$ cat src/rtl/writeback_stage_if.sv
// Bundle between the memory stage, data memory read port and register file write port.
// The master modport drives the instruction and memory data; the slave is the writeback stage.
interface writeback_stage_if;
    logic        valid_in;
    logic        reg_write_en_in;
    logic        load;
    logic [1:0]  mem_to_reg;
    logic [2:0]  fun3;
    logic [4:0]  rd;
    logic [31:0] alu_result;
    logic [31:0] pc_address;
    logic [31:0] dmem_rdata;
    logic        dmem_rvalid;
    logic        reg_write_en_out;
    logic [4:0]  rd_out;
    logic [31:0] rd_wb_data;
    logic        stall_out;
    logic        err_timeout;
    logic        err_misalign;

    modport master (
        output valid_in, reg_write_en_in, load, mem_to_reg, fun3, rd,
               alu_result, pc_address, dmem_rdata, dmem_rvalid,
        input  reg_write_en_out, rd_out, rd_wb_data, stall_out,
               err_timeout, err_misalign
    );

    modport slave (
        input  valid_in, reg_write_en_in, load, mem_to_reg, fun3, rd,
               alu_result, pc_address, dmem_rdata, dmem_rvalid,
        output reg_write_en_out, rd_out, rd_wb_data, stall_out,
               err_timeout, err_misalign
    );
endinterface

$ cat src/rtl/writeback_stage.sv
// Writeback stage: selects the register write source, extracts load data, and waits
// (with timeout) for late data memory responses while stalling upstream.
module writeback_stage #(
    parameter int TIMEOUT = 15
) (
    input  logic             clk,
    input  logic             rst,
    writeback_stage_if.slave wb
);
    localparam logic [0:0] IDLE = 1'b0;
    localparam logic [0:0] WAIT = 1'b1;
    localparam logic [8:0] TIMEOUT_LIM = 9'(TIMEOUT);

    logic [0:0]  state_reg;
    logic [7:0]  cnt_reg;
    logic [4:0]  rd_cap_reg;
    logic [2:0]  fun3_cap_reg;
    logic [1:0]  off_cap_reg;
    logic        we_cap_reg;
    logic        we_out_reg;
    logic [4:0]  rd_out_reg;
    logic [31:0] wb_data_reg;
    logic        err_timeout_reg;
    logic        err_misalign_reg;

    logic [2:0]  ld_fun3;
    logic [1:0]  ld_off;
    logic [7:0]  ld_byte;
    logic [15:0] ld_half;
    logic [31:0] ld_data;
    logic        ld_misalign;
    logic [31:0] alu_data;
    logic        timeout_hit;

    // While waiting, the load attributes come from the captured copy, not the live inputs.
    always_comb begin
        ld_fun3     = (state_reg == WAIT) ? fun3_cap_reg : wb.fun3;
        ld_off      = (state_reg == WAIT) ? off_cap_reg  : wb.alu_result[1:0];
        ld_byte     = wb.dmem_rdata[7:0];
        ld_data     = wb.dmem_rdata;
        ld_misalign = 1'b0;
        case (ld_off)
            2'd0:    ld_byte = wb.dmem_rdata[7:0];
            2'd1:    ld_byte = wb.dmem_rdata[15:8];
            2'd2:    ld_byte = wb.dmem_rdata[23:16];
            default: ld_byte = wb.dmem_rdata[31:24];
        endcase
        ld_half = ld_off[1] ? wb.dmem_rdata[31:16] : wb.dmem_rdata[15:0];
        case (ld_fun3)
            3'b000: ld_data = {{24{ld_byte[7]}}, ld_byte};
            3'b100: ld_data = {24'd0, ld_byte};
            3'b001: begin
                ld_data     = {{16{ld_half[15]}}, ld_half};
                ld_misalign = ld_off[0];
            end
            3'b101: begin
                ld_data     = {16'd0, ld_half};
                ld_misalign = ld_off[0];
            end
            default: begin
                ld_data     = wb.dmem_rdata;
                ld_misalign = (ld_off != 2'd0);
            end
        endcase
    end

    always_comb begin
        case (wb.mem_to_reg)
            2'b01:   alu_data = ld_data;
            2'b10:   alu_data = wb.pc_address + 32'd4;
            default: alu_data = wb.alu_result;
        endcase
    end

    assign timeout_hit = (({1'b0, cnt_reg} + 9'd1) == TIMEOUT_LIM);

    always_ff @(posedge clk or negedge rst) begin
        if (!rst) begin
            state_reg        <= IDLE;
            cnt_reg          <= 8'd0;
            rd_cap_reg       <= 5'd0;
            fun3_cap_reg     <= 3'd0;
            off_cap_reg      <= 2'd0;
            we_cap_reg       <= 1'b0;
            we_out_reg       <= 1'b0;
            rd_out_reg       <= 5'd0;
            wb_data_reg      <= 32'd0;
            err_timeout_reg  <= 1'b0;
            err_misalign_reg <= 1'b0;
        end else begin
            we_out_reg <= 1'b0;
            case (state_reg)
                IDLE: begin
                    if (wb.valid_in) begin
                        if (wb.load) begin
                            if (wb.dmem_rvalid) begin
                                if (ld_misalign) begin
                                    err_misalign_reg <= 1'b1;
                                end else if (wb.reg_write_en_in && wb.rd != 5'd0) begin
                                    we_out_reg  <= 1'b1;
                                    rd_out_reg  <= wb.rd;
                                    wb_data_reg <= ld_data;
                                end
                            end else begin
                                rd_cap_reg   <= wb.rd;
                                fun3_cap_reg <= wb.fun3;
                                off_cap_reg  <= wb.alu_result[1:0];
                                we_cap_reg   <= wb.reg_write_en_in;
                                cnt_reg      <= 8'd0;
                                state_reg    <= WAIT;
                            end
                        end else if (wb.reg_write_en_in && wb.rd != 5'd0) begin
                            we_out_reg  <= 1'b1;
                            rd_out_reg  <= wb.rd;
                            wb_data_reg <= alu_data;
                        end
                    end
                end
                WAIT: begin
                    // A response arriving on the timeout cycle still completes the load.
                    if (wb.dmem_rvalid) begin
                        state_reg <= IDLE;
                        cnt_reg   <= 8'd0;
                        if (ld_misalign) begin
                            err_misalign_reg <= 1'b1;
                        end else if (we_cap_reg && rd_cap_reg != 5'd0) begin
                            we_out_reg  <= 1'b1;
                            rd_out_reg  <= rd_cap_reg;
                            wb_data_reg <= ld_data;
                        end
                    end else if (timeout_hit) begin
                        err_timeout_reg <= 1'b1;
                        state_reg       <= IDLE;
                        cnt_reg         <= 8'd0;
                    end else begin
                        cnt_reg <= cnt_reg + 8'd1;
                    end
                end
                default: state_reg <= IDLE;
            endcase
        end
    end

    assign wb.reg_write_en_out = we_out_reg;
    assign wb.rd_out           = rd_out_reg;
    assign wb.rd_wb_data       = wb_data_reg;
    assign wb.stall_out        = (state_reg == WAIT) && !wb.dmem_rvalid;
    assign wb.err_timeout      = err_timeout_reg;
    assign wb.err_misalign     = err_misalign_reg;
endmodule

$ cat src/flat_wrapper.sv
// flat-port wrapper written by rule: the top's interface ports become plain ports
module writeback_stage_flat 
#(
    parameter int TIMEOUT = 15
)
  (clk, rst, wb_valid_in, wb_reg_write_en_in, wb_load, wb_mem_to_reg, wb_fun3, wb_rd, wb_alu_result, wb_pc_address, wb_dmem_rdata, wb_dmem_rvalid, wb_reg_write_en_out, wb_rd_out, wb_rd_wb_data, wb_stall_out, wb_err_timeout, wb_err_misalign);
  writeback_stage_if wb_i ();
  input  logic clk;
  input  logic rst;
  input wire logic [$bits(wb_i.valid_in)-1:0] wb_valid_in;
  input wire logic [$bits(wb_i.reg_write_en_in)-1:0] wb_reg_write_en_in;
  input wire logic [$bits(wb_i.load)-1:0] wb_load;
  input wire logic [$bits(wb_i.mem_to_reg)-1:0] wb_mem_to_reg;
  input wire logic [$bits(wb_i.fun3)-1:0] wb_fun3;
  input wire logic [$bits(wb_i.rd)-1:0] wb_rd;
  input wire logic [$bits(wb_i.alu_result)-1:0] wb_alu_result;
  input wire logic [$bits(wb_i.pc_address)-1:0] wb_pc_address;
  input wire logic [$bits(wb_i.dmem_rdata)-1:0] wb_dmem_rdata;
  input wire logic [$bits(wb_i.dmem_rvalid)-1:0] wb_dmem_rvalid;
  output wire logic [$bits(wb_i.reg_write_en_out)-1:0] wb_reg_write_en_out;
  output wire logic [$bits(wb_i.rd_out)-1:0] wb_rd_out;
  output wire logic [$bits(wb_i.rd_wb_data)-1:0] wb_rd_wb_data;
  output wire logic [$bits(wb_i.stall_out)-1:0] wb_stall_out;
  output wire logic [$bits(wb_i.err_timeout)-1:0] wb_err_timeout;
  output wire logic [$bits(wb_i.err_misalign)-1:0] wb_err_misalign;
  assign wb_i.valid_in = wb_valid_in;
  assign wb_i.reg_write_en_in = wb_reg_write_en_in;
  assign wb_i.load = wb_load;
  assign wb_i.mem_to_reg = wb_mem_to_reg;
  assign wb_i.fun3 = wb_fun3;
  assign wb_i.rd = wb_rd;
  assign wb_i.alu_result = wb_alu_result;
  assign wb_i.pc_address = wb_pc_address;
  assign wb_i.dmem_rdata = wb_dmem_rdata;
  assign wb_i.dmem_rvalid = wb_dmem_rvalid;
  assign wb_reg_write_en_out = wb_i.reg_write_en_out;
  assign wb_rd_out = wb_i.rd_out;
  assign wb_rd_wb_data = wb_i.rd_wb_data;
  assign wb_stall_out = wb_i.stall_out;
  assign wb_err_timeout = wb_i.err_timeout;
  assign wb_err_misalign = wb_i.err_misalign;
  writeback_stage #(.TIMEOUT(TIMEOUT)) u_core (.clk(clk), .rst(rst), .wb(wb_i));
endmodule
$ cat config.mk
export PLATFORM = sky130hd
export DESIGN_NAME = writeback_stage_flat
export DESIGN_NICKNAME = d
export VERILOG_FILES = /design/src/rtl/writeback_stage_if.sv /design/src/rtl/writeback_stage.sv /design/src/flat_wrapper.sv
export SDC_FILE = /design/constraint.sdc
export NUM_CORES = 1
export LEC_CHECK = 0
export ABC_CLOCK_PERIOD_IN_PS = 2400
export CAP_MARGIN = 20
export CELL_PAD_IN_SITES_DETAIL_PLACEMENT = 1
export CELL_PAD_IN_SITES_GLOBAL_PLACEMENT = 2
export CORE_ASPECT_RATIO = 0.9
export CORE_MARGIN = 10
export CORE_UTILIZATION = 24
export CTS_CLUSTER_DIAMETER = 30
export DETAILED_ROUTE_END_ITERATION = 10
export MAX_ROUTING_LAYER = met4
export PLACE_DENSITY = 0.75
export SLEW_MARGIN = 20
export SYNTH_ARGS = -nofsm -noshare
export SYNTH_HDL_FRONTEND = slang
export SYNTH_SLANG_ARGS = --single-unit
$ cat constraint.sdc
create_clock -name clk -period 2.4 [get_ports clk]
set_input_delay 0.36 -clock clk [delete_from_list [all_inputs] [get_ports clk]]
set_output_delay 0.36 -clock clk [all_outputs]
set_load 0.01 [all_outputs]
==> summary.md <==
The run finished, with violations left. The checks that failed: setup timing. The tools report the kind of end point of the critical path as a flip-flop.

CTS placed an instance of sky130_fd_sc_hd__clkbuf_16 at the clock tree root. The die is 167.1 um wide. Summed over all instances, the cell type with the most area after synthesis is sky130_fd_sc_hd__dfrtp_1. The flip-flop and latch count after synthesis is 60. TritonCTS built the clock tree. The run gives 0 as the number of routed nets with antenna violations. The logs give -2 ps for the slack of the worst reg-to-reg path and 153 for the count of pins on the block boundary. Buffers inserted to repair hold after CTS numbered 0. The worst setup path is launched from a flip-flop. The tools report the arrival time of the worst setup path as 2670 ps. Counting every net in the synthesized netlist gives 650. The cell that appears most often on the critical path is sky130_fd_sc_hd__a211o_1. After layout, the minimum clock period comes to 2402 ps.

The average wire per cell in the routed design works out to 22.47 um. At the end of the flow, the number of nets in the layout was 918. Switching component of the power: 1672 uW. The vias per cell is 5.202. The register with the most flip-flops in the layout has 32 of them.

The endpoint identified for the worst register-to-register timing path is u_core.wb.rd_wb_data[23]. The final period utilization was 100.1%. The power consumption is 5037 uW, and the transition at the pin with the smallest max-transition slack is 438.3 ps. The most repeated cell in the gate-level netlist after synthesis was sky130_fd_sc_hd__dfrtp_1.

The die footprint was 25460 um2. Ranked by total cell area, the synthesized netlist is headed by sky130_fd_sc_hd__dfrtp_1 32%, sky130_fd_sc_hd__nand2_1 4.6%, sky130_fd_sc_hd__a221oi_1 4.1%, sky130_fd_sc_hd__mux2i_1 4.1%, sky130_fd_sc_hd__xnor2_1 3.2%. Counting every instance in the synthesized netlist gives 533. Synthesis instantiated 70 different standard cells from the library. The wire length of the first global-routing pass was 36.05 mm; the number of levels in the clock H-tree was 3. The predominant post-synthesis flop cell is sky130_fd_sc_hd__dfrtp_1.

The synthesized design devotes to its leading area cell type 32.13% of total area. The floorplan has 48 rows. The run gives 42.5% as the combinational share of power. The fraction of final layout cells sized beyond drive strength 1 is 25.43%. After detailed routing, the number of remaining DRC violations is 0.

The tools report the final critical-path setup slack as -1.694 ps. Clock-pin slew was measured on the worst setup and hold paths at 60 ps. The layout has 2192 filler cells. Max-cap violations in this run came to 0. The maximum number of pins on one net before global-route repair is 61, and the synthesis-to-layout area growth is 69.34%.

Global routing used 18.45% of the available tracks. At the worst endpoint, the required time is 2660 ps. Worst slew margin relative to its limit: 70.78%.

The initial antenna violation count was 1; the violation count after the first detailed-route iteration was 381. For the proportion of power drawn by flip-flops and latches, the log shows 30.6%. The run gives 0 as the aggregate global routing overflow. For this block, the via count after detailed routing is 5498. In this design, the stage delay of the slowest critical-path cell is 420 ps.

Worst-skew pair later-pin latency: 350 ps. On the critical path, the stage with the largest delay is an instance of sky130_fd_sc_hd__dfrtp_2. Measured along the y axis, the die boundary spans 152.4 um. The worst hold path belongs to the class primary input to asynchronous set/reset pin. The internal portion of total power is 3365 uW. The total number of yosys warnings was 0. Setup repair after global routing could not meet its margin everywhere.

In this run the cell area of the synthesized design comes to 4673 um2. The power density of the placed cells is 636.5 nW/um2, and the share of flip-flops with an asynchronous set or reset after synthesis is 100.0%. The leakage dissipation is 0.003268 uW, and the placer's final routability congestion estimate is 0.9189. The final routed wirelength across all metal layers is 23.75 mm.

The critical path goes through buf_12 > or3_4 > a211o_1 > a211o_1 > and2_4 > buf_6 > a221o_1 > o2111ai_2. The clock passes through at most 2 buffers. The via count of the first global-routing pass was 5867. CTS saw 60 sinks. Based on the critical path, the design can be clocked at up to 416.4 MHz. The final hold violation count was 0; the number of detailed-route iterations in the first pass was 5.

The clock network burns 26.9% of the power. The final number of max-transition violations came out at 0. The worst register-to-register path begins at u_core.state_reg.

In this run the tool buffered the top-level ports with 152 buffer cells. After routing the design area is 7914 um2. The initial utilization of the core area, before any placement, comes to 24.39%. For the worst flop-to-flop path, the logic depth is 8. The total CTS buffers came out at 9. Across the routed clock network, the largest skew measured is 13.22 ps. The per-instance average area after synthesis was 8.768 um2; the number of failing setup endpoints in the final timing report was 1.

Sequential cells were found to cover 32.13% of the synthesized design area. The core area is 19160 um2. Of all nets on the critical path, the largest fanout is 10. The synthesized design contains 0 enable-type register cells.

The critical path in this run is classified as flip-flop to flip-flop. Worst voltage drop across the vdd grid: 0.4149 mV. Once placement finished, the instance area stood at 7422 um2.

In this run switching power makes up 33.20% of total power. The tools report the detailed placer's ending HPWL as 19.36 mm. The commonest cells after synthesis are 60 x sky130_fd_sc_hd__dfrtp_1, 57 x sky130_fd_sc_hd__nand2_1, 35 x sky130_fd_sc_hd__nor2_1, 23 x sky130_fd_sc_hd__o21ai_0, 22 x sky130_fd_sc_hd__a221oi_1.
==> routing by layer <==
layer	vias up	routed length [um]	track usage, %	part of all wire [%]
met5	-	0	-	0
met4	0	440	5.140	1.9
met3	26	1139	3.043	4.8
met2	163	11300	28.90	48
met1	2716	10870	23.98	46
li1	2593	-	-	-
==> cell type report <==
class	instances	area (um2)	share of cell area [%]
diodes	1	2.502	0.03162
clock buffers	12	256.5	3.241
clock inverters	4	47.55	0.6008
inverters	18	67.56	0.8538
multi-input cells	420	3040	38.42
flip-flops and latches	60	1503	18.99
well taps	250	312.8	3.953
repair buffers	292	2684	33.91
==> power groups by stage <==
stage | Combinational, uW | Clock [uW] | Sequential, uW
after global routing | 2310 | 1440 | 1580
final | 2140 | 1360 | 1540
after CTS | 2100 | 1390 | 1540
after floorplan | 729 | 0 | 1610
after detailed placement | 2090 | 0 | 1550
after global placement | 2050 | 0 | 1540
==> critical path, delay by kind of cell (launching register included) <==
family / cells / cell delay (ps)
buf+inv: 2 / 270
simple gates: 2 / 560
flops: 1 / 420
compound gates: 4 / 1070
==> what timing repair did <==
| item | in CTS | in global routing |
|---|---|---|
| endpoints found under the setup margin | 5 | 25 |
| pin swaps | 0 | 10 |
| buffers inserted | 0 | 7 |
| resized for setup | 3 | 20 |
| hold endpoints to repair | 0 | 0 |
| gates cloned | 0 | 1 |
==> through the flow <==
stage               utilization, %  setup TNS [ps]  std cells  setup slack, ps  hold slack (ps)
finish                       41.31          -1.694       1057           -1.694            27.44
global route                 41.31           -1156       1057           -102.2            53.52
CTS                          40.41          -23.82       1048           -15.46            35.47
detailed placement           38.74           -7611       1032           -324.3            411.7
global placement             38.74           -6911       1032           -318.4            408.0
floorplan                        -               0        533            139.9            64.41
==> worst max path at each step <==
| stage | slack, ps | from | endpoint |
|---|---|---|---|
| 6_report | -2 | u_core.state_reg | u_core.wb.rd_wb_data[23] |
| 5_1_grt | -100 | u_core.state_reg | u_core.wb.rd_wb_data[31] |
| 4_1_cts | -20 | u_core.state_reg | u_core.wb.rd_wb_data[23] |
| 3_5_place_dp | -320 | wb_alu_result[1] | u_core.wb.rd_wb_data[21] |
| 3_3_place_gp | -320 | wb_alu_result[1] | u_core.wb.rd_wb_data[21] |
| 2_1_floorplan | 140 | u_core.state_reg | u_core.wb.rd_wb_data[5] |
==> placed cells by master (no fill, tap or decap), types with 6 or more instances in the layout <==
| cell | n |
|---|---|
| sky130_fd_sc_hd__inv_1 | 18 |
| sky130_fd_sc_hd__clkbuf_16 | 10 |
| sky130_fd_sc_hd__nand3_1 | 17 |
| sky130_fd_sc_hd__a21oi_1 | 11 |
| sky130_fd_sc_hd__a221oi_1 | 18 |
| sky130_fd_sc_hd__o21a_1 | 14 |
| sky130_fd_sc_hd__nor4_1 | 6 |
| sky130_fd_sc_hd__mux2i_1 | 19 |
| sky130_fd_sc_hd__a22oi_1 | 13 |
| sky130_fd_sc_hd__buf_4 | 129 |
| sky130_fd_sc_hd__o21ai_0 | 23 |
| sky130_fd_sc_hd__a221oi_2 | 8 |
| sky130_fd_sc_hd__nand4_1 | 14 |
| sky130_fd_sc_hd__buf_12 | 7 |
| sky130_fd_sc_hd__nor2_1 | 34 |
| sky130_fd_sc_hd__mux2_2 | 12 |
| sky130_fd_sc_hd__xor2_1 | 13 |
| sky130_fd_sc_hd__dfrtp_1 | 59 |
| sky130_fd_sc_hd__xnor2_1 | 17 |
| sky130_fd_sc_hd__nor3_1 | 11 |
| sky130_fd_sc_hd__and3_1 | 9 |
| sky130_fd_sc_hd__o221ai_1 | 15 |
| sky130_fd_sc_hd__clkdlybuf4s50_1 | 151 |
| sky130_fd_sc_hd__nand2_1 | 57 |
| sky130_fd_sc_hd__a21o_1 | 8 |
| sky130_fd_sc_hd__nand2b_1 | 6 |
==> logic make-up (layout without fill, tap and decap cells) <==
logic type | after synthesis | in the layout | share of synthesized area, %
flip-flops | 60 | 60 | 32.13
AO/OA/AOI/OAI | 161 | 161 | 26.40
other | 0 | 1 | 0
buffers and inverters | 53 | 326 | 4.900
multiplexers | 36 | 36 | 8.889
XOR/XNOR | 30 | 30 | 5.622
adder cells (fa/ha/maj) | 5 | 5 | 1.339
AND/OR/NAND/NOR | 188 | 188 | 20.72
Power figures use the tool's default switching activity.
